<file path="src/rtl/ext_pipe_if.sv">
// ext_pipe_if: handshake bundle between the decode-stage immediate mux
// (master) and the ext_pipe extender (slave). The consumer-side out_ready
// is driven by the master side so a single bench/parent owns both ends.
interface ext_pipe_if #(
    parameter int unsigned DATA_W = 32,
    parameter int unsigned OP_W   = 4
);
    logic              in_valid;
    logic              in_ready;
    logic [DATA_W-1:0] in_data;
    logic [1:0]        in_boff;
    logic [OP_W-1:0]   in_op;
    logic              out_valid;
    logic              out_ready;
    logic [DATA_W-1:0] out_data;
    logic [1:0]        occ;

    modport master (
        output in_valid, in_data, in_boff, in_op, out_ready,
        input  in_ready, out_valid, out_data, occ
    );

    modport slave (
        input  in_valid, in_data, in_boff, in_op, out_ready,
        output in_ready, out_valid, out_data, occ
    );
endinterface

</file>
<file path="src/rtl/ext_pipe.sv">
// ext_pipe: registered immediate/data extender with a 2-entry skid buffer.
// Main reg M drives out_data, skid reg S absorbs one beat of backpressure,
// so in_ready is purely registered and 1 result/cycle is sustained.
// Optional macro EXT_PIPE_LOAD_EXT_EN adds load-data modes LB/LBU/LH/LHU.
module ext_pipe #(
    parameter int unsigned IMM_W  = 16,
    parameter int unsigned DATA_W = 32,
    parameter int unsigned OP_W   = 4
) (
    input  logic        clk,
    input  logic        reset,
    input  logic        flush,
    ext_pipe_if.slave   bus
);
    localparam logic [OP_W-1:0] OP_ZERO = OP_W'(0);
    localparam logic [OP_W-1:0] OP_ZEXT = OP_W'(1);
    localparam logic [OP_W-1:0] OP_SEXT = OP_W'(2);
    localparam logic [OP_W-1:0] OP_HIGH = OP_W'(3);
    localparam logic [OP_W-1:0] OP_BR   = OP_W'(4);
`ifdef EXT_PIPE_LOAD_EXT_EN
    localparam logic [OP_W-1:0] OP_LB   = OP_W'(5);
    localparam logic [OP_W-1:0] OP_LBU  = OP_W'(6);
    localparam logic [OP_W-1:0] OP_LH   = OP_W'(7);
    localparam logic [OP_W-1:0] OP_LHU  = OP_W'(8);
`endif

    // Parameter sanity checks at elaboration
    if (DATA_W <= IMM_W + 2) begin : g_chk_width
        $error("ext_pipe: DATA_W must exceed IMM_W+2");
    end
`ifdef EXT_PIPE_LOAD_EXT_EN
    if (DATA_W != 32) begin : g_chk_load
        $error("ext_pipe: load modes require DATA_W == 32");
    end
`endif

    logic [IMM_W-1:0]  w_imm;
    logic [DATA_W-1:0] w_sext;
    logic [DATA_W-1:0] w_result;
    logic              w_in_fire;
    logic              w_out_fire;
    logic              w_m_v_n;
    logic              w_s_v_n;
    logic              w_m_ld;
    logic              w_s_ld;
    logic [DATA_W-1:0] w_m_d_n;

    logic              r_m_v;
    logic              r_s_v;
    logic [DATA_W-1:0] r_m_d;
    logic [DATA_W-1:0] r_s_d;
    logic [1:0]        r_occ;
    logic              r_in_ready;

    assign w_imm      = bus.in_data[IMM_W-1:0];
    assign w_sext     = {{(DATA_W-IMM_W){w_imm[IMM_W-1]}}, w_imm};
    assign w_in_fire  = bus.in_valid & r_in_ready;
    assign w_out_fire = r_m_v & bus.out_ready;

`ifdef EXT_PIPE_LOAD_EXT_EN
    logic [7:0]  w_byte;
    logic [15:0] w_half;

    // Lane select for load modes
    always_comb begin
        w_byte = bus.in_data[7:0];
        case (bus.in_boff)
            2'd0:    w_byte = bus.in_data[7:0];
            2'd1:    w_byte = bus.in_data[15:8];
            2'd2:    w_byte = bus.in_data[23:16];
            default: w_byte = bus.in_data[31:24];
        endcase
        w_half = bus.in_boff[1] ? bus.in_data[31:16] : bus.in_data[15:0];
    end
`endif

    // Extension result for the presented input
    always_comb begin
        w_result = '0;
        case (bus.in_op)
            OP_ZERO: w_result = '0;
            OP_ZEXT: w_result = DATA_W'(w_imm);
            OP_SEXT: w_result = w_sext;
            OP_HIGH: w_result = {w_imm, {(DATA_W-IMM_W){1'b0}}};
            OP_BR:   w_result = w_sext << 2;
`ifdef EXT_PIPE_LOAD_EXT_EN
            OP_LB:   w_result = {{(DATA_W-8){w_byte[7]}}, w_byte};
            OP_LBU:  w_result = DATA_W'(w_byte);
            OP_LH:   w_result = bus.in_boff[0] ? '0 : {{(DATA_W-16){w_half[15]}}, w_half};
            OP_LHU:  w_result = bus.in_boff[0] ? '0 : DATA_W'(w_half);
`endif
            default: w_result = '0;
        endcase
    end

    // Next-state of the M/S skid pair
    always_comb begin
        w_m_v_n = r_m_v;
        w_s_v_n = r_s_v;
        w_m_ld  = 1'b0;
        w_s_ld  = 1'b0;
        w_m_d_n = w_result;
        if (flush) begin
            w_m_v_n = 1'b0;
            w_s_v_n = 1'b0;
        end else if (!r_m_v) begin
            if (w_in_fire) begin
                w_m_v_n = 1'b1;
                w_m_ld  = 1'b1;
            end
        end else if (w_out_fire) begin
            if (r_s_v) begin
                w_m_v_n = 1'b1;
                w_m_ld  = 1'b1;
                w_m_d_n = r_s_d;
                w_s_v_n = w_in_fire;
                w_s_ld  = w_in_fire;
            end else begin
                w_m_v_n = w_in_fire;
                w_m_ld  = w_in_fire;
            end
        end else if (w_in_fire) begin
            w_s_v_n = 1'b1;
            w_s_ld  = 1'b1;
        end
    end

    // Valid bits and derived registered status
    always_ff @(posedge clk or negedge reset) begin
        if (!reset) begin
            r_m_v      <= 1'b0;
            r_s_v      <= 1'b0;
            r_occ      <= 2'd0;
            r_in_ready <= 1'b1;
        end else begin
            r_m_v      <= w_m_v_n;
            r_s_v      <= w_s_v_n;
            r_occ      <= {1'b0, w_m_v_n} + {1'b0, w_s_v_n};
            r_in_ready <= !w_s_v_n;
        end
    end

    // Data registers load only with their valid bit
    always_ff @(posedge clk or negedge reset) begin
        if (!reset) begin
            r_m_d <= '0;
            r_s_d <= '0;
        end else begin
            if (w_m_ld) r_m_d <= w_m_d_n;
            if (w_s_ld) r_s_d <= w_result;
        end
    end

    assign bus.in_ready  = r_in_ready;
    assign bus.out_valid = r_m_v;
    assign bus.out_data  = r_m_d;
    assign bus.occ       = r_occ;
endmodule
</file>
<file path="src/flat_wrapper.sv">
// flat-port wrapper written by rule: the top's interface ports become plain ports
module ext_pipe_flat 
#(
    parameter int unsigned IMM_W  = 16,
    parameter int unsigned DATA_W = 32,
    parameter int unsigned OP_W   = 4
)
  (clk, reset, flush, bus_in_valid, bus_in_data, bus_in_boff, bus_in_op, bus_out_ready, bus_in_ready, bus_out_valid, bus_out_data, bus_occ);
  ext_pipe_if #(.DATA_W(DATA_W), .OP_W(OP_W)) bus_i ();
  input  logic clk;
  input  logic reset;
  input  logic flush;
  input wire logic [$bits(bus_i.in_valid)-1:0] bus_in_valid;
  input wire logic [$bits(bus_i.in_data)-1:0] bus_in_data;
  input wire logic [$bits(bus_i.in_boff)-1:0] bus_in_boff;
  input wire logic [$bits(bus_i.in_op)-1:0] bus_in_op;
  input wire logic [$bits(bus_i.out_ready)-1:0] bus_out_ready;
  output wire logic [$bits(bus_i.in_ready)-1:0] bus_in_ready;
  output wire logic [$bits(bus_i.out_valid)-1:0] bus_out_valid;
  output wire logic [$bits(bus_i.out_data)-1:0] bus_out_data;
  output wire logic [$bits(bus_i.occ)-1:0] bus_occ;
  assign bus_i.in_valid = bus_in_valid;
  assign bus_i.in_data = bus_in_data;
  assign bus_i.in_boff = bus_in_boff;
  assign bus_i.in_op = bus_in_op;
  assign bus_i.out_ready = bus_out_ready;
  assign bus_in_ready = bus_i.in_ready;
  assign bus_out_valid = bus_i.out_valid;
  assign bus_out_data = bus_i.out_data;
  assign bus_occ = bus_i.occ;
  ext_pipe #(.IMM_W(IMM_W), .DATA_W(DATA_W), .OP_W(OP_W)) u_core (.clk(clk), .reset(reset), .flush(flush), .bus(bus_i));
endmodule
</file>
<file path="config.mk">
export PLATFORM = sky130hd
export DESIGN_NAME = ext_pipe_flat
export DESIGN_NICKNAME = d
export VERILOG_FILES = /design/src/rtl/ext_pipe_if.sv /design/src/rtl/ext_pipe.sv /design/src/flat_wrapper.sv
export SDC_FILE = /design/constraint.sdc
export NUM_CORES = 1
export LEC_CHECK = 0
export ABC_AREA = 1
export ABC_CLOCK_PERIOD_IN_PS = 3200
export CORE_MARGIN = 3
export CORE_UTILIZATION = 32
export DETAILED_ROUTE_END_ITERATION = 16
export PLACE_DENSITY_LB_ADDON = 0.15
export SLEW_MARGIN = 20
export SYNTH_ARGS = -nofsm -noshare
export SYNTH_HDL_FRONTEND = slang
export SYNTH_SLANG_ARGS = --single-unit
</file>
<file path="constraint.sdc">
create_clock -name clk -period 3.2 [get_ports clk]
set_input_delay 0.48 -clock clk [delete_from_list [all_inputs] [get_ports clk]]
set_output_delay 0.48 -clock clk [all_outputs]
set_load 0.02 [all_outputs]
</file>
==> metrics.txt, run 1 <==
Layout area overhead=25.9%; via density per instance=5.02; mux cell area share after synthesis=0%; worst r2r src=u_core.bus.in_ready; Crit. Startpoint=bus_in_op[1]; total gr overflow=0; CP max FO=17; first-pass GRT wire length=approximately 18000 um; Die ar.=12800 um2; Avg Cell Area, Syn=7.38 um2; final hold violation count=0; Ant. Diodes=0; final setup fails=0; Slew HR=a little over two fifths; R2R Path End=u_core.bus.out_data[21]; Pwr Density=550 nW/um2; FF-to-FF setup slack=approximately 1.3 ns; routability cong.=0.849; clk root buf=clkbuf_16; Mapped Area=3670 um2; DRT Pass-1 Iters=4; Reg clk slew, reported paths=0.06 ns; Yosys warnings=0; worst path required time=3.47 ns; Setup Buffers After CTS=0; adder-cell share of the synthesized area=less than 1%; Final nets=591; Synth Area in Compound Gates=0.919%; post-synthesis simple-gate area fraction=45.3%; Yosys cell types=24; Die X=113 um; Total GRT Usage=about 17%; R2R cell count=7; # IOs=79; Hold WS=0.265 ns; Final WS setup=1.14 ns; TritonCTS clock tree=yes; average wire per cell in the routed design=15.0 um; Die Y-Extent=113 um; row cnt=38; Arrival @ worst endpoint=2.34 ns; largest area contributor in the netlist=dfrtp_1; Setup crit end kind=register; ratio of cells with drive above 1 in the final layout=a little over 8%; sequential-to-total area share from yosys stat=47.0%; worst skew pair latency=between 0.3 and 0.4 ns; final setup TNS=0 ns; Residual DRC=0; Hold Crit Class=in2async; maximum clock rate=485 MHz; Initial Utilization=33.3%; Synth top area share=46.3%; ANT nets after route=0; pre-CTS setup slack=~0.8 ns; Leakage=2.64 nW; Fin Clk Skew=0.00692 ns; final worst path period need=2.06 ns; clk buf depth=2; critical path type=in2reg; status=finished, final reports clean; Max Cap Viol=0; PortBufs=60; via count=about 3500; Synth Instances=498; Critical Path Source Type=primary input; cts hold-fix bufs=0; CTS HTree Levels=3; routed wire length=between 10000 and 15000 um; CTS sink cnt=a little under 70; final worst-path cycle share=64.5%; largest family of logic cells by synthesized area=simple AND/OR/NAND/NOR gates; initial DRC count=209; total CTS buffers=9; VDD IR max=between 200 and 250 uV; initial antenna violation count=0; total power draw=0.00254 W; Post-Syn Nets=542; core area=11000 um2; RSZ-0062 raised after global routing=false; CP endpoint=u_core.r_s_d[19]; measured slew at the worst slew-check pin=a little under 0.9 ns; vias in the first global route=3485; HPWL after DPL=6910 um; synth top area cells=dfrtp_1, nand2_1, nand3_1, nor2_1, nand4_1; Slew Limit Fails=0; Synth Area in XOR/XNOR=0%; largest net degree at the start of global routing=39; Final Util=between 40% and 50%; post-CTS sizing=0; #FFs+latches synth=69
[worst min-delay path by stage]
stage,from,endpoint,slack [ns],cells past startpoint
CTS,reset,u_core.bus.out_data[9],0.29,1
finish,reset,u_core.bus.occ[1],0.27,1
global placement,u_core.r_s_d[5],u_core.r_s_d[5],0.45,2
floorplan,reset,u_core.bus.occ[0],0.18,0
detailed placement,u_core.r_s_d[8],u_core.r_s_d[8],0.46,2
global route,reset,u_core.r_s_d[23],0.34,1
[worst max-delay path: stages]
cell	delay [ns]
clkdlybuf4s50_1	0.57
nor2_4	0.41
nand2_1	0.10
nand2_1	0.08
nand2_1	0.32
nand2_1	0.21
nand2_1	0.08
nand2_1	0.09
[cells by family (layout without fill, tap and decap cells)]
kind of cell,count (synthesis),in the layout
AOI/OAI and AO/OA,6,6
DFF,69,69
adders and majority gates,1,1
buffers and inverters,42,96
and+or+nand+nor,380,380
[routing by layer]
metal | global-route usage (%) | vias up | share of wire [%]
met5 | 0 | - | 0
met4 | 6.57 | 0 | 2.3
met3 | 3.37 | 18 | 5.2
met2 | 25.9 | 101 | 45
met1 | 23.8 | 1654 | 48
li1 | - | 1700 | -
[flip-flops by register name, summed over array words and instances (netlist names)]
signal,cells
u_core.bus.in_ready,1
u_core.bus.occ,2
u_core.bus.out_valid,1
u_core.r_s_d,32
u_core.bus.out_data,32
u_core.r_s_v,1
[cell usage in the layout, fill, tap and decap left out, types with 2 or more instances in the layout]
cell and instances:
nand2_1 221, dfrtp_1 68, clkdlybuf4s50_1 59, nand3_1 54, nor2_1 51, nand4_1 30
clkbuf_16 9, inv_1 8, or2_0 7, nand3_2 6, buf_4 5, inv_2 4
nand2_2 4, o21ai_0 3, nor2_2 3, clkinv_2 3, clkbuf_1 3, a21oi_1 2
nor2_4 2, buf_12 2
[power by group]
part / internal [W] / switching [W]
Sequential: 0.000989 / 0.0000610
Clock: 0.000603 / 0.000374
Combinational: 0.000215 / 0.000300
Total: 0.00181 / 0.000735
[synth_stat cells (all sizes together)]
cell type and instances:
nand2 225, dfrtp 68, nand3 60, nor2 56, nand4 31, buf 28
inv 12, or2 8, o21ai 4, a21oi 2, clkbuf 1, clkinv 1
dfstp 1, ha 1
[per-stage QoR]
stage	instance area [um2]	cells
after floorplan	3670	498
after detailed placement	4340	676
after global routing	4630	692
after CTS	4630	692
after global placement	4340	676
final	4630	692
[area by class of cell]
type | instances | area [um2]
Tap cell | 140 | 175
Clock buffer | 12 | 236
Inverter | 13 | 50.0
Clock inverter | 4 | 48.8
Timing Repair Buffer | 67 | 673
Sequential cell | 69 | 1730
Fill cell | 1175 | 6400
Multi-Input combinational cell | 387 | 1710
Note: power is estimated with default switching activity, not from simulation.
==> run 2, diff against run 1 <==
--- a/config.mk
+++ b/config.mk
@@ -6,7 +6,7 @@
 export NUM_CORES = 1
 export LEC_CHECK = 0
 export ABC_AREA = 1
-export ABC_CLOCK_PERIOD_IN_PS = 3200
+export ABC_CLOCK_PERIOD_IN_PS = 2100
 export CORE_MARGIN = 3
 export CORE_UTILIZATION = 32
 export DETAILED_ROUTE_END_ITERATION = 16
==> constraint.sdc (replaced) <==
create_clock -name clk -period 2.1 [get_ports clk]
set_input_delay 0.315 -clock clk [delete_from_list [all_inputs] [get_ports clk]]
set_output_delay 0.315 -clock clk [all_outputs]
set_load 0.02 [all_outputs]
==> run 2 against run 1 <==
Compared with the run above:
- first-iteration DRC count decreased by 3.8%
- total power up 54%
- sequential share of layout area shrank 0.82 points
- combinational power rose by 54%
- global-route usage down 0.16 points
- utilization rose by 0.94 points
- highest routed layer unchanged
==> metrics.txt, run 2 (synthesis results as in run 1) <==
maximum clock rate=568 MHz; Critical Path Source Type=register; Sw Ratio=27.7% (-1.2 points); Final nets=600 (+1.5%); vias in the first global route=3431 (-1.5%); Die ar.=12800 um2 (unchanged); worst skew pair latency=0.33 ns (about the same); Die Y-Extent=113 um (unchanged); final setup TNS=0 ns (unchanged); routed wire length=9960 um (-3.8%); worst path required time=1.78 ns (-1.69 ns); Crit-path slowest cell=clkdlybuf4s50_1; most frequent cells in the layout=nand2_1, dfrtp_1, clkdlybuf4s50_1; status=finished, final reports clean; critical path type=reg2out; final worst-path cycle share=83.8%; VDD IR max=305 uV (+46%); CTS HTree Levels=3 (unchanged); Final WS setup=0.340 ns (-0.797 ns); Leakage=2.70 nW (+2.0%); clk buf depth=2 (unchanged); sequence of cells on the critical path=clkdlybuf4s50_1; total CTS buffers=9 (unchanged); DRT Pass-1 Iters=5 (+1); most common cell after layout, fill and taps aside=nand2_1; Hold Crit Class=reg2reg; R2R cell count=6 (-1); via count=3402 (-2.0%); PortBufs=60 (unchanged); initial antenna violation count=0 (unchanged); crit path buf inv count=1 (unchanged); Crit. Startpoint=u_core.bus.in_ready; fin cells=700 (+1.2%); max incr delay on CP=0.59 ns (+0.02 ns); Layout area overhead=28.7%; Ant. Diodes=0 (unchanged); Slew HR=60.4% (+18 points); worst r2r src=u_core.bus.in_ready; routability cong.=0.856 (+0.85%); cell family with most CP delay=buffers and inverters; ratio of cells with drive above 1 in the final layout=9.29% (+1.1 points); Residual DRC=0 (unchanged); core area=11000 um2 (unchanged); first-pass GRT wire length=17300 um (-1.5%); final worst path period need=1.76 ns; average wire per cell in the routed design=14.2 um (-4.9%); Total GRT Usage=16.8% (-0.16 points); initial DRC count=201 (-3.8%); Max Cap Viol=0 (unchanged); HPWL after DPL=6860 um (-0.77%); Slew Limit Fails=0 (unchanged); Post-Route M1 WL=4740 um (-4.0%); largest net degree at the start of global routing=59 (+51%); Pwr Density=827 nW/um2 (+50%); RSZ-0062 raised after global routing=false; ANT nets after route=0 (unchanged); row cnt=38 (unchanged); Hold WS=0.471 ns (+0.206 ns); Arrival @ worst endpoint=1.44 ns (-0.90 ns); clk root buf=clkbuf_16; Reg clk slew, reported paths=0.05 ns (about the same); met3 WL=472 um (-12%); placed instance area=4430 um2 (+2.0%); via density per instance=4.86 (-3.2%); pre-CTS setup slack=0.171 ns (-0.648 ns); Initial Utilization=33.3% (unchanged); Worst Hold Path Cells=2; total gr overflow=0 (unchanged); placed cell count=684 (+1.2%); Setup crit end kind=primary output; CP max FO=2 (-15); post-route cell area=4730 um2 (+2.2%); CP Depth=1 (-7); hold_sp=u_core.r_s_d[6]; # IOs=79 (unchanged); met2 WL post-DR=4600 um (-0.73%); measured slew at the worst slew-check pin=0.594 ns (-0.277 ns); CTS sink cnt=69 (unchanged); part of the power in registers=40.9% (-0.4 points); final hold violation count=0 (unchanged); final setup fails=0 (unchanged); TritonCTS clock tree=yes; Die X=113 um (unchanged); Max Used Layer=met4; power share of the clock group=38.8% (+0.4 points); post-CTS sizing=0 (unchanged); internal cell power=0.00283 W (+57%); Fin Clk Skew=0.00470 ns (-0.00223 ns); combinational power share=20.4% (about the same); Sw Pwr=0.00108 W (+47%)
==> run 2: cell count changes in the layout (fill, tap and decap cells not counted) <==
cell / change
buf_4: +6
buf_12: +2
clkbuf_8: +2
clkinv_2: -2
clkinv_4: -1
dlygate4sd3_1: +1
==> run 2: path summary, 6_finish.rpt <==
check | to | slack, ns
max | bus_in_ready | 0.34
min reg2reg | u_core.r_s_d[6] | 0.47
max in group asynchronous | u_core.r_s_d[7] | 0.88
min in group asynchronous | u_core.bus.occ[1] | 0.53
min | u_core.r_s_d[6] | 0.47
max reg2reg | u_core.bus.out_data[10] | 0.51
==> run 2: layer usage <==
| layer | GRT usage (%) | vias up |
|---|---|---|
| li1 | - | 1709 |
| met1 | 24.3 | 1591 |
| met2 | 25.4 | 90 |
| met3 | 2.89 | 12 |
| met4 | 6.01 | 0 |
| met5 | 0 | - |
==> run 2: cell type report <==
type                       count  area, um2
tap                          140        175
multi-input combinational    387       1710
fill                        1130       6300
clock buffer                  14        264
sequential                    69       1730
clock inverter                 1       30.0
inverter                      13       50.0
timing repair buffer          76        768
==> run 2: power groups by stage <==
stage	Combinational, W	Sequential, W	Clock [W]
final	0.000796	0.00160	0.00152
after CTS	0.000810	0.00160	0.00155
after global placement	0.000801	0.00162	0
after global routing	0.000892	0.00163	0.00160
after floorplan	0.000316	0.00173	0
after detailed placement	0.000804	0.00162	0
==> run 2: per-stage QoR <==
| step | total power (W) | utilization (%) |
|---|---|---|
| floorplan | 0.00204 | - |
| finish | 0.00391 | 42.9 |
| global route | 0.00412 | 42.9 |
| CTS | 0.00396 | 42.9 |
| global placement | 0.00242 | 40.1 |
| detailed placement | 0.00243 | 40.1 |
==> run 2: what timing repair did <==
| action | in CTS | in global routing |
|---|---|---|
| hold buffers | 1 | 0 |
| buffers inserted | 0 | 0 |
| hold endpoints to repair | 6 | 0 |
==> run 3, diff against run 2 <==
--- a/config.mk
+++ b/config.mk
@@ -6,7 +6,7 @@
 export NUM_CORES = 1
 export LEC_CHECK = 0
 export ABC_AREA = 1
-export ABC_CLOCK_PERIOD_IN_PS = 2100
+export ABC_CLOCK_PERIOD_IN_PS = 1550
 export CORE_MARGIN = 3
 export CORE_UTILIZATION = 32
 export DETAILED_ROUTE_END_ITERATION = 16
==> constraint.sdc (replaced) <==
create_clock -name clk -period 1.55 [get_ports clk]
set_input_delay 0.2325 -clock clk [delete_from_list [all_inputs] [get_ports clk]]
set_output_delay 0.2325 -clock clk [all_outputs]
set_load 0.02 [all_outputs]
==> run 3 against run 2 <==
Compared with the run above:
- combinational power is 46% higher
- hold slack worse by 0.0093 ns
- via count is 3.2% higher
- utilization grew 3.5 points
- total power grew 39%
- register-to-register slack worse by 0.42 ns
- sequential share of layout area is 2.8 points lower
- cell area is 8.1% higher
- die area unchanged
- non-clock buffer count is 21 higher
- sequential cell count stayed put
==> metrics.txt, run 3 (synthesis results as in run 1) <==
status=finished, final reports clean; pre-CTS setup slack=-0.203 ns (-0.374 ns); routability cong.=0.875 (+2.3%); Slew Limit Fails=0 (unchanged); combinational power share=21.3% (+0.9 points); most frequent cells in the layout=nand2_1, dfrtp_1, nand3_1; Die ar.=12800 um2 (unchanged); Leakage=3.27 nW (+21%); Hold WS=0.462 ns (-0.00926 ns); Sw Pwr=0.00152 W (+40%); clk buf depth=2 (unchanged); average wire per cell in the routed design=14.1 um (-0.82%); placed instance area=4680 um2 (+5.7%); row cnt=38 (unchanged); CTS HTree Levels=3 (unchanged); crit path buf inv count=1 (unchanged); max incr delay on CP=0.60 ns (about the same); Die Y-Extent=113 um (unchanged); Residual DRC=0 (unchanged); HPWL after DPL=7210 um (+5.2%); CP max FO=2 (unchanged); Setup Buffers After CTS=0 (unchanged); final worst-path cycle share=97.3%; final hold violation count=0 (unchanged); via density per instance=4.86 (about the same); worst skew pair latency=0.33 ns (about the same); clk root buf=clkbuf_16; first-pass GRT wire length=17300 um (-0.12%); Layout area overhead=39.2%; Reg clk slew, reported paths=0.06 ns (about the same); VDD IR max=455 uV (+49%); total gr overflow=0 (unchanged); Pwr Density=1070 nW/um2 (+29%); largest net degree at the start of global routing=70 (+19%); worst path required time=1.32 ns (-0.46 ns); Final WS setup=0.0419 ns (-0.298 ns); # IOs=79 (unchanged); via count=3510 (+3.2%); final setup fails=0 (unchanged); internal cell power=0.00393 W (+39%); CTS sink cnt=69 (unchanged); Fin Clk Skew=0.00567 ns (+0.000978 ns); critical path type=reg2out; sequence of cells on the critical path=clkdlybuf4s50_1; initial antenna violation count=0 (unchanged); Sw Ratio=27.9% (+0.18 points); cell family with most CP delay=buffers and inverters; PortBufs=60 (unchanged); Hold Crit Class=in2async; final worst path period need=1.51 ns; total CTS buffers=9 (unchanged); most common cell after layout, fill and taps aside=nand2_1; Setup crit end kind=primary output; maximum clock rate=roughly 660 MHz; RSZ-0062 raised after global routing=false; Crit-path slowest cell=clkdlybuf4s50_1; Max Cap Viol=0 (unchanged); Final nets=621 (+3.5%); core area=11000 um2 (unchanged); power share of the clock group=39.1% (+0.3 points); Ant. Diodes=0 (unchanged); routed wire length=10200 um (+2.3%); fill count=1105 (-2.2%); ANT nets after route=0 (unchanged); DRT Pass-1 Iters=5 (unchanged); ratio of cells with drive above 1 in the final layout=13.6% (+4.3 points); vias in the first global route=3560 (+3.8%); Slew HR=74.4% (+14 points); initial DRC count=195 (-3.0%); Initial Utilization=33.3% (unchanged); Total GRT Usage=16.9% (+0.090 points); TritonCTS clock tree=yes; measured slew at the worst slew-check pin=0.383 ns (-0.211 ns); Arrival @ worst endpoint=1.28 ns (-0.16 ns); part of the power in registers=39.6% (-1.3 points); Critical Path Source Type=register; post-route cell area=5110 um2 (+8.1%); Die X=113 um (unchanged)
## run 3: cell count changes in the layout (fill, tap and decap cells not counted), sizes merged
cell,before,now
clkdlybuf4s50,59,33
dlymetal6s2s,0,24
buf,16,36
dlygate4sd2,0,2
clkinv,1,2
clkinvlp,0,1
## run 3: power by group through the flow
stage	logic [W]	clock network [W]	registers [W]
floorplan	0.000429	0	0.00234
global placement	0.00115	0	0.00218
detailed placement	0.00116	0	0.00219
CTS	0.00117	0.00218	0.00216
global route	0.00129	0.00227	0.00219
finish	0.00116	0.00213	0.00216
## run 3: layer usage
metal | global-route usage [%] | part of all wire, % | wire [um]
met2 | 26.5 | 46 | 4720
met3 | 4.12 | 5.6 | 572
met5 | 0 | 0 | 0
met1 | 22.9 | 47 | 4740
met4 | 6.09 | 1.6 | 161
## run 3: final cells by class
type                            count  area, um2  area share (%)
Clock buffer                       13        270            5.28
Sequential cell                    69       1730            33.8
Timing Repair Buffer               97       1100            21.5
Clock inverter                      3       42.5           0.832
Tap cell                          140        175            3.42
Inverter                           13       50.0           0.978
Multi-Input combinational cell    387       1750            34.2
## run 3: path summary, 6_finish.rpt
kind | from | to | slack, ns | depth (start not counted)
setup / recovery | u_core.bus.out_data[15] | bus_out_data[15] | 0.04 | 1
hold reg to reg | u_core.bus.out_data[0] | u_core.bus.out_data[0] | 0.47 | 2
max in group asynchronous | reset | u_core.bus.in_ready | 0.77 | 3
setup reg to reg | u_core.bus.in_ready | u_core.bus.out_data[28] | 0.09 | 7
min in group clk | u_core.bus.out_data[0] | u_core.bus.out_data[0] | 0.47 | 2
hold / removal | reset | u_core.r_s_d[7] | 0.46 | 3
## run 3: per-stage QoR
| step | TNS (ns) | utilization, % | cells | power [W] |
|---|---|---|---|---|
| 4_1_cts | 0 | 45.3 | 721 | 0.00551 |
| 3_5_place_dp | -7.19 | 42.4 | 704 | 0.00335 |
| 6_report | 0 | 46.4 | 722 | 0.00545 |
| 3_3_place_gp | -5.47 | 42.4 | 704 | 0.00334 |
| 2_1_floorplan | 0 | - | 498 | 0.00277 |
| 5_1_grt | 0 | 46.4 | 722 | 0.00575 |
## run 3: what timing repair did
action                                 4_1_cts  5_1_grt
hold buffers                                 1        0
resized for setup                            2       31
cloned                                       0        1
setup endpoints to repair                    2       59
pin swaps                                    0        3
endpoints found under the hold margin       68        0
